==> src/rtl/dff_delay_line.sv <==
// dff_delay_line: WIDTH-bit, DEPTH-stage enabled delay line with per-stage
// valid bits, synchronous reset, flush, runtime output tap and a registered
// occupancy counter.
// Optional feature: define DFF_DELAY_LINE_TAPS_EN to expose every stage on
// taps/taps_vld; without it those ports do not exist.

// One register stage: data moves on en only, valid is also cleared by flush.
module dff_delay_stage #(
  parameter int              WIDTH   = 8,
  parameter logic [WIDTH-1:0] RST_VAL = '0
) (
  input  logic             clk,
  input  logic             rst,
  input  logic             en,
  input  logic             flush,
  input  logic [WIDTH-1:0] d,
  input  logic             d_vld,
  output logic [WIDTH-1:0] q,
  output logic             q_vld
);

  // rst > flush > en; flush drops valid but lets data keep shifting
  always_ff @(posedge clk) begin
    if (rst) begin
      q     <= RST_VAL;
      q_vld <= 1'b0;
    end else begin
      if (en) q <= d;
      if (flush)   q_vld <= 1'b0;
      else if (en) q_vld <= d_vld;
    end
  end

endmodule

module dff_delay_line #(
  parameter int               WIDTH   = 8,
  parameter int               DEPTH   = 4,
  parameter logic [WIDTH-1:0] RST_VAL = '0,
  localparam int              SELW    = (DEPTH > 1) ? $clog2(DEPTH) : 1,
  localparam int              CNTW    = $clog2(DEPTH + 1)
) (
  input  logic             clk,
  input  logic             rst,
  input  logic             en,
  input  logic             flush,
  input  logic [WIDTH-1:0] d,
  input  logic             d_vld,
  input  logic [SELW-1:0]  sel,
  output logic [WIDTH-1:0] q,
  output logic             q_vld,
  output logic [CNTW-1:0]  cnt
`ifdef DFF_DELAY_LINE_TAPS_EN
  ,
  output logic [DEPTH*WIDTH-1:0] taps,
  output logic [DEPTH-1:0]       taps_vld
`endif
);

  localparam logic [SELW-1:0] LAST = SELW'(DEPTH - 1);

  logic [DEPTH-1:0][WIDTH-1:0] stage_d, stage_q;
  logic [DEPTH-1:0]            vld_in, vld_pipe;
  logic [SELW-1:0]             tap;

  assign stage_d[0] = d;
  assign vld_in[0]  = d_vld;

  for (genvar i = 1; i < DEPTH; i++) begin : g_link
    assign stage_d[i] = stage_q[i-1];
    assign vld_in[i]  = vld_pipe[i-1];
  end

  for (genvar i = 0; i < DEPTH; i++) begin : g_stage
    dff_delay_stage #(.WIDTH(WIDTH), .RST_VAL(RST_VAL)) u_stage (
      .clk   (clk),
      .rst   (rst),
      .en    (en),
      .flush (flush),
      .d     (stage_d[i]),
      .d_vld (vld_in[i]),
      .q     (stage_q[i]),
      .q_vld (vld_pipe[i])
    );
  end

  // occupancy: one in at the head, one out at the tail; modulo arithmetic
  // keeps the transient cnt+1 at cnt==DEPTH harmless
  always_ff @(posedge clk) begin
    if (rst || flush) cnt <= '0;
    else if (en)      cnt <= cnt + CNTW'(d_vld) - CNTW'(vld_pipe[DEPTH-1]);
  end

  // out-of-range selects (non power-of-2 DEPTH) clamp to the last stage
  always_comb begin
    tap = sel;
    if (sel > LAST) tap = LAST;
  end

  assign q     = stage_q[tap];
  assign q_vld = vld_pipe[tap];

`ifdef DFF_DELAY_LINE_TAPS_EN
  assign taps     = stage_q;
  assign taps_vld = vld_pipe;
`endif

endmodule

==> config.mk <==
export PLATFORM = sky130hd
export DESIGN_NAME = dff_delay_line
export DESIGN_NICKNAME = d
export VERILOG_FILES = /design/src/rtl/dff_delay_line.sv
export SDC_FILE = /design/constraint.sdc
export NUM_CORES = 1
export LEC_CHECK = 0
export ABC_AREA = 1
export CAP_MARGIN = 20
export CELL_PAD_IN_SITES_DETAIL_PLACEMENT = 0
export CELL_PAD_IN_SITES_GLOBAL_PLACEMENT = 1
export CORE_ASPECT_RATIO = 1.75
export CORE_UTILIZATION = 35
export DETAILED_ROUTE_END_ITERATION = 10
export PLACE_DENSITY = 0.73
export SLEW_MARGIN = 40
export SYNTH_ARGS = -nofsm -noshare
export SYNTH_HDL_FRONTEND = slang
export SYNTH_SLANG_ARGS = --single-unit
==> constraint.sdc <==
create_clock -name clk -period 1.9 [get_ports clk]
set_clock_uncertainty 0.2 [all_clocks]
set_input_delay 0.19 -clock clk [delete_from_list [all_inputs] [get_ports clk]]
set_output_delay 0.19 -clock clk [all_outputs]
set_load 0.03 [all_outputs]
# Yosys cells after proc, flatten, opt, wreduce, memory -nomap -nowiden

Index checks and enable logic that the tools add are counted.

Register bits: 39
Output and inout port bits: 12

Add/subtract/negate cells: 2
Order comparisons: 2
Muxes and demuxes: 5
Reductions and logical operators: 2

Operators with widths:

| cell                                               | count |
|---|---|
| binary-select mux 8 bit (select 2 bit)             | 1 |
| 2-to-1 mux 8 bit                                   | 1 |
| adder 3 x 1 -> 3 bit                               | 1 |
| < comparator 2 x 3 -> 1 bit, second input constant | 1 |
| subtractor 3 x 1 -> 3 bit                          | 1 |
| binary-select mux 1 bit (select 2 bit)             | 1 |
| > comparator 2 bit, second input constant          | 1 |
| 2-to-1 mux 2 bit                                   | 1 |
| OR reduction 2 bit                                 | 1 |
| logical OR 1 bit                                   | 1 |
| 2-to-1 mux 1 bit                                   | 1 |

# Depth between registers and ports, before layout

Gate-level depths: netlist of the first run.

Depth in word-level cells: 4
Gate-level depth with buffers: 11
Mapped depth without buffers: 11

# Cells and area by module

A second synthesis of the first run with hierarchy kept.

Cells, all modules: 306
Area, all modules: 2,087.0 um^2

By module, submodules not included:

| module          | instances | cells each | area each (um^2) | seq. area each (um^2) |
|---|---|---|---|---|
| dff_delay_stage | 4         | 58         | 385.4            | 180.2 |
| dff_delay_line  | 1         | 74         | 545.5            | 60.1 |

# Least setup slack after synthesis of the first run

OpenSTA, ideal clock, no wires.

Path kind: register -> register
From: reg cnt[0]
To: reg cnt[2]
Setup time: 113 ps
Data arrival time: 1,735 ps
Slack: -148 ps
Cell stages (with the launch flop): 12
Buffers on the path: 0
Clock period less this slack: 2,048 ps
Cell sequence: dfxtp_1 inv_1 ha_1 inv_1 ha_1 fa_1 inv_1 nand2_1 nand3_1 nand2_1 nand2_1 nor2_1

Cells in the longest elaborated chain, start to end: 2

RTL lines:

| what                      | RTL line | RTL |
|---|---|---|
| start: declaration        | 52       | `output logic [CNTW-1:0] cnt` |
| start signal: assignment  | 91       | `else if (en) cnt <= cnt + CNTW'(d_vld) - CNTW'(vld_pipe[DEPTH-1]);` |
| adder 3 x 1 -> 3 bit      | 91       |  |
| subtractor 3 x 1 -> 3 bit | 91       |  |

Every way passes these cells.
A chain may end at the register's enable or synchronous reset.

# Worst setup path after layout of the first run

Ends and elaborated chain as after synthesis.

==> metrics.md, run 1 <==
| Metric | Value |
|---|---|
| Status | finished clean |
| Relative slew slack | 0.749 |
| I/O pins | 27 |
| Hold Path Class | register to register |
| Layout cell share with drive strength beyond 1 | 0.237 |
| Syn-to-layout area delta | 20.4% |
| HPWL Detailed | 2.50 mm |
| CP Launch Type | register |
| CTS buffer count | 5 |
| Net Sw Power | 502 uW |
| Htree depth | 2 |
| Crit. End Element | register |
| Antenna viol nets, final | 0 |
| Clk Latency, worst-skew pair | 0.28 ns |
| Max Clock Freq | 549 MHz |
| XOR/XNOR Fraction of Synth Area | 0 |
| Final setup slack of the worst path | 0.0780 ns |
| Period minus WS final | 1.82 ns |
| Port Buf Inserts | 26 |
| First DRT Iteration DRCs | 39 |
| FF-to-FF End | cnt[2] |
| CTS Hold Bufs | 0 |
| Core area | 5020 um^2 |
| First-pass GRT wire length | 6.99 mm |
| Setup Buffers After CTS | 0 |
| Largest family of logic cells by synthesized area | compound AO/OA/AOI/OAI gates |
| Rows | 34 |
| Lkg Pwr | 0.000906 uW |
| Mean cell area of the mapped netlist | 8.04 um^2 |
| #FFs+latches synth | 39 |
| Crit path max fanout | 2 |
| Hold depth | 2 |
| Commonest non-fill, non-tap cell in the layout | nor2_1 |
| CTS sink count | 39 |
| Placed insts | 304 |
| Final Setup Violations | 0 |
| Number of max-cap violations | 0 |
| Combinational Power Share | 0.189 |
| PwrDens | 811 nW/um^2 |
| Cell depth of the worst flop-to-flop path | 11 |
| Final Cycle Share | 0.959 |
| Layout net count | 275 |
| Synthesized cell area | 1840 um^2 |
| Initial antenna violation count | 0 |
| Worst ir drop on vdd | 0.408 mV |
| Worst R2R Setup Slack | 0.08 ns |
| Clk pwr share | 0.311 |
| Pre-CTS WS | 0.0429 ns |
| Netlist cell types | 21 |
| Internal power | 1300 uW |
| Grt ovf | 0 |
| Post-Synth Simple-Gate Area | 0.194 |
| Post-synthesis mux area share | 0 |
| WP data arrival | 1.80 ns |
| Synth Area in Compound Gates | 0.241 |
| Number of global-route vias before repair | 1549 |
| Post-Syn Nets | 247 |
| Max Transition Viols Final | 0 |
| CTS tree | built |
| Clk pin slew, worst setup/hold paths | 0.07 ns |
| Sequential-to-total area share from yosys stat | 0.424 |
| Final Hold Fails | 0 |
| Synth warn | 0 |
| Die Ht | 97.9 um |
| Routability Congestion | 0.683 |
| Die X | 56.8 um |
| Hold endpoint | g_stage[0].u_stage.q[6] |
| Area of the die | 5560 um^2 |
| Total GRT Usage | 0.158 |
| Initial core utilization | 0.367 |
| Bufs on Longest Clock Path | 2 |
| Measured slew at the worst slew-check pin | 0.377 ns |
| Sw frac | 0.279 |
| Root buffer cell | clkbuf_8 |
| Largest net degree at the start of global routing | 41 |
| Diode count | 0 |
| Via density | 5.07 |
| First-pass DRT Iterations | 4 |
| Vias | 1576 |
| Post-CTS sizing | 0 |
| Reg power frac | 0.500 |
| Data required, critical path | 1.88 ns |
| Commonest cells after routing, fill and taps aside | nor2_1, o21ai_0, dfxtp_1 |
| Routed len/inst | 12.9 um |
| Fin cells | 311 |
| WL final | 4.02 mm |
| Crit Path Class | register to register |
| Min-delay src | g_stage[0].u_stage.q[6] |
| Number of remaining DRC errors | 0 |
| Reg-to-reg startpoint | cnt[0] |
| Synth Instances | 229 |
| Synth Area in Adders | 0.0245 |
-- layout make-up --
class | instances | area, um^2
clock inverters | 1 | 5.00
repair buffers | 35 | 330
multi-input cells | 164 | 883
well taps | 54 | 67.6
inverters | 12 | 62.6
flip-flops and latches | 39 | 785
fillers | 546 | 2800
clock buffers | 6 | 82.6
-- state kept, by name, indices dropped and copies added, names as in the netlist --
name	flops
cnt	3
g_stage.u_stage.q	32
g_stage.u_stage.q_vld	4
-- routing by layer --
metal / track usage / up-vias / routed length (um)
met1: 0.182 / 740 / 1800
met5: 0 / - / 0
met2: 0.277 / 25 / 2040
li1: - / 805 / -
met4: 0.0713 / 0 / 76
met3: 0.0331 / 6 / 110
-- cells by family (layout without fill, tap and decap cells) --
| kind of cell | count (synthesis) | count (layout) |
|---|---|---|
| AOI/OAI and AO/OA | 72 | 72 |
| adders and majority gates | 3 | 3 |
| buffers and inverters | 26 | 54 |
| DFF | 39 | 39 |
| and+or+nand+nor | 89 | 89 |
-- Yosys cell counts --
cell,n,area [um^2]
dfxtp_1,39,781
nand2_1,4,15.0
clkbuf_1,1,3.75
inv_2,1,3.75
nand3_1,1,5.00
buf_2,2,10.0
o21ai_2,6,52.6
nor2_2,9,56.3
o21ai_1,3,15.0
buf_4,1,7.51
fa_1,1,20.0
buf_12,2,40.0
o22ai_2,8,100
ha_1,2,25.0
o21ai_0,48,240
clkbuf_8,1,13.8
inv_1,9,33.8
buf_6,7,78.8
inv_8,2,22.5
nor2_1,75,282
a21oi_1,7,35.0
-- power groups by stage --
stage	logic [uW]	clock network, uW	registers [uW]
after floorplan	235	0	914
after global placement	332	0	917
after detailed placement	333	0	917
after CTS	334	577	898
after global routing	377	606	906
final	339	560	899
-- critical path, cell delays in order, from the launching register on --
cell	delay, ns
dfxtp_4	0.36
inv_4	0.04
ha_4	0.25
inv_2	0.04
ha_4	0.15
fa_2	0.37
inv_2	0.06
nand2_2	0.04
nand3_2	0.07
nand2_1	0.05
nand2_1	0.05
nor2_1	0.04
-- worst max-delay path by stage --
| stage | cells after the start | slack [ns] | start | end |
|---|---|---|---|---|
| 2_1_floorplan | 11 | 0.003 | cnt[0] | cnt[2] |
| 5_1_grt | 10 | -0.01 | cnt[0] | cnt[2] |
| 6_report | 11 | 0.08 | cnt[0] | cnt[2] |
| 3_3_place_gp | 11 | 0.05 | cnt[0] | cnt[2] |
| 4_1_cts | 11 | 0.03 | cnt[0] | cnt[2] |
| 3_5_place_dp | 9 | 0.04 | cnt[0] | cnt[2] |
-- through the flow --
step / TNS (ns) / hold WS, ns / utilization / cell area [um^2] / total power [uW]
after floorplan: 0 / 0.124 / - / 1840 / 1150
after global placement: 0 / 0.267 / 0.416 / 2090 / 1250
after detailed placement: 0 / 0.267 / 0.416 / 2090 / 1250
after CTS: 0 / 0.278 / 0.433 / 2180 / 1810
after global routing: -0.0110 / 0.291 / 0.441 / 2220 / 1890
final: 0 / 0.274 / 0.441 / 2220 / 1800
Note: power is estimated with default switching activity, not from simulation.
==> run 2: changes to the inputs <==
Settings changed: GPL_TIMING_DRIVEN from default to 0.
==> metrics.md, run 2 (same netlist as run 1, synthesis figures left out) <==
| Metric | Value |
|---|---|
| Relative slew slack | 0.717 (-0.0315) |
| Largest net degree at the start of global routing | 12 (-71%) |
| Fin cells | 316 (+1.6%) |
| CP Launch Type | register |
| Die Ht | 97.9 um (unchanged) |
| Area of the die | 5560 um^2 (unchanged) |
| Final setup slack of the worst path | 0.0909 ns (+0.0129 ns) |
| Routed len/inst | 14.7 um (+14%) |
| Port Buf Inserts | 24 (-7.7%) |
| Rows | 34 (unchanged) |
| Final Setup Violations | 0 (unchanged) |
| Layout net count | 279 (+1.5%) |
| Crit Path Class | register to register |
| Period minus WS final | 1.81 ns (-0.0129 ns) |
| Syn-to-layout area delta | 24.5% |
| I/O pins | 27 (unchanged) |
| CTS sink count | 39 (unchanged) |
| Vias | 1601 (+1.6%) |
| First DRT Iteration DRCs | 46 (+18%) |
| Number of max-cap violations | 0 (unchanged) |
| CTS tree | built |
| Diode count | 0 (unchanged) |
| WP data arrival | 1.81 ns (about the same) |
| Initial antenna violation count | 0 (unchanged) |
| Clk Latency, worst-skew pair | 0.29 ns (about the same) |
| Crit. End Element | register |
| Lkg Pwr | 0.000947 uW (+4.6%) |
| HPWL Detailed | 3.21 mm (+28%) |
| Root buffer cell | clkbuf_8 |
| Data required, critical path | 1.90 ns (+0.02 ns) |
| Number of flip-flops in the largest register | 32 (unchanged) |
| Placed insts | 307 (+0.99%) |
| Grt ovf | 0 (unchanged) |
| CTS buffer count | 5 (unchanged) |
| Final core occ | 0.457 (+0.0152) |
| Pre-CTS WS | -0.601 ns (-0.644 ns) |
| Biggest register | g_stage.u_stage.q |
| Max Transition Viols Final | 0 (unchanged) |
| Initial core utilization | 0.367 (unchanged) |
| Bufs on Longest Clock Path | 2 (unchanged) |
| First-pass GRT wire length | 7.65 mm (+9.5%) |
| Core area | 5020 um^2 (unchanged) |
| Clk pin slew, worst setup/hold paths | 0.08 ns (about the same) |
| Die X | 56.8 um (unchanged) |
| Via density | 5.07 (about the same) |
| Total GRT Usage | 0.182 (+0.0241) |
| Commonest cells after routing, fill and taps aside | nor2_1, o21ai_0, dfxtp_1 |
| PwrDens | 817 nW/um^2 (+0.70%) |
| Worst ir drop on vdd | 0.375 mV (-8.1%) |
| Max Clock Freq | 553 MHz (+0.71%) |
| Hold Path Class | input pin to register |
| Unrepaired setup endpoints after global routing | true |
| Number of global-route vias before repair | 1585 (+2.3%) |
| Number of remaining DRC errors | 0 (unchanged) |
| Routability Congestion | 0.720 (+5.4%) |
| Htree depth | 2 (unchanged) |
| Layout cell share with drive strength beyond 1 | 0.221 (-0.0160) |
| Antenna viol nets, final | 0 (unchanged) |
| Status | finished clean |
| WL final | 4.65 mm (+16%) |
| First-pass DRT Iterations | 5 (+1) |
| Final Hold Fails | 0 (unchanged) |
| Measured slew at the worst slew-check pin | 0.424 ns (+0.0476 ns) |
| Commonest non-fill, non-tap cell in the layout | nor2_1 |
| Final TNS setup | 0 ns (unchanged) |
| Top flop regs | g_stage.u_stage.q (32), g_stage.u_stage.q_vld (4), cnt (3) |
| Crit path max fanout | 2 (unchanged) |
| Final Cycle Share | 0.952 (-0.00678) |
[run 2: through the flow]
stage	area (um^2)	hold slack (ns)	total power, uW
6_report	2290	0.0519	1870
5_1_grt	2290	0.0719	1960
4_1_cts	2240	0.0446	1880
3_5_place_dp	2150	0.267	1280
3_3_place_gp	2150	0.265	1270
2_1_floorplan	1840	0.124	1150
[run 2: what timing repair did]
item	4_1_cts	5_1_grt
hold buffers	0	0
pin swaps	0	6
gates cloned	0	0
buffers inserted	0	1
setup endpoints to repair	9	1
resized for setup	13	11
[run 2: path summary, 6_finish.rpt]
check	slack, ns	cells past startpoint	from	endpoint
hold / removal	0.05	4	en	cnt[2]
setup reg to reg	0.09	11	cnt[0]	cnt[2]
hold reg to reg	0.28	2	g_stage[0].u_stage.q[6]	g_stage[1].u_stage.q[6]
setup / recovery	0.09	11	cnt[0]	cnt[2]
[run 2: critical path, stage by stage, from the launching register on]
cell	delay (ns)
dfxtp_4	0.36
inv_4	0.04
ha_4	0.25
inv_2	0.04
ha_4	0.15
fa_2	0.37
inv_2	0.05
nand2_1	0.05
nand3_2	0.08
nand2_2	0.05
nand2_1	0.05
nor2_1	0.04
[run 2: report_power, final]
group	total [uW]	switching [uW]	internal, uW
Sequential	901	34.2	867
Combinational	351	203	148
Clock	621	290	331
Total	1870	527	1350
[run 2: layout make-up]
class,count,area [um^2]
Inverter,12,65.1
Tap cell,54,67.6
Buffer,14,154
Timing Repair Buffer,25,238
Sequential cell,39,785
Multi-Input combinational cell,164,883
Fill cell,535,2730
Clock buffer,8,100
[run 2: per-layer routing]
layer  GRT usage  up-vias  routed length (um)
li1            -      818                   -
met1       0.204      735                1970
met2       0.315       35                2370
met3      0.0358       13                 175
met4       0.105        0                 129
met5           0        -                   0
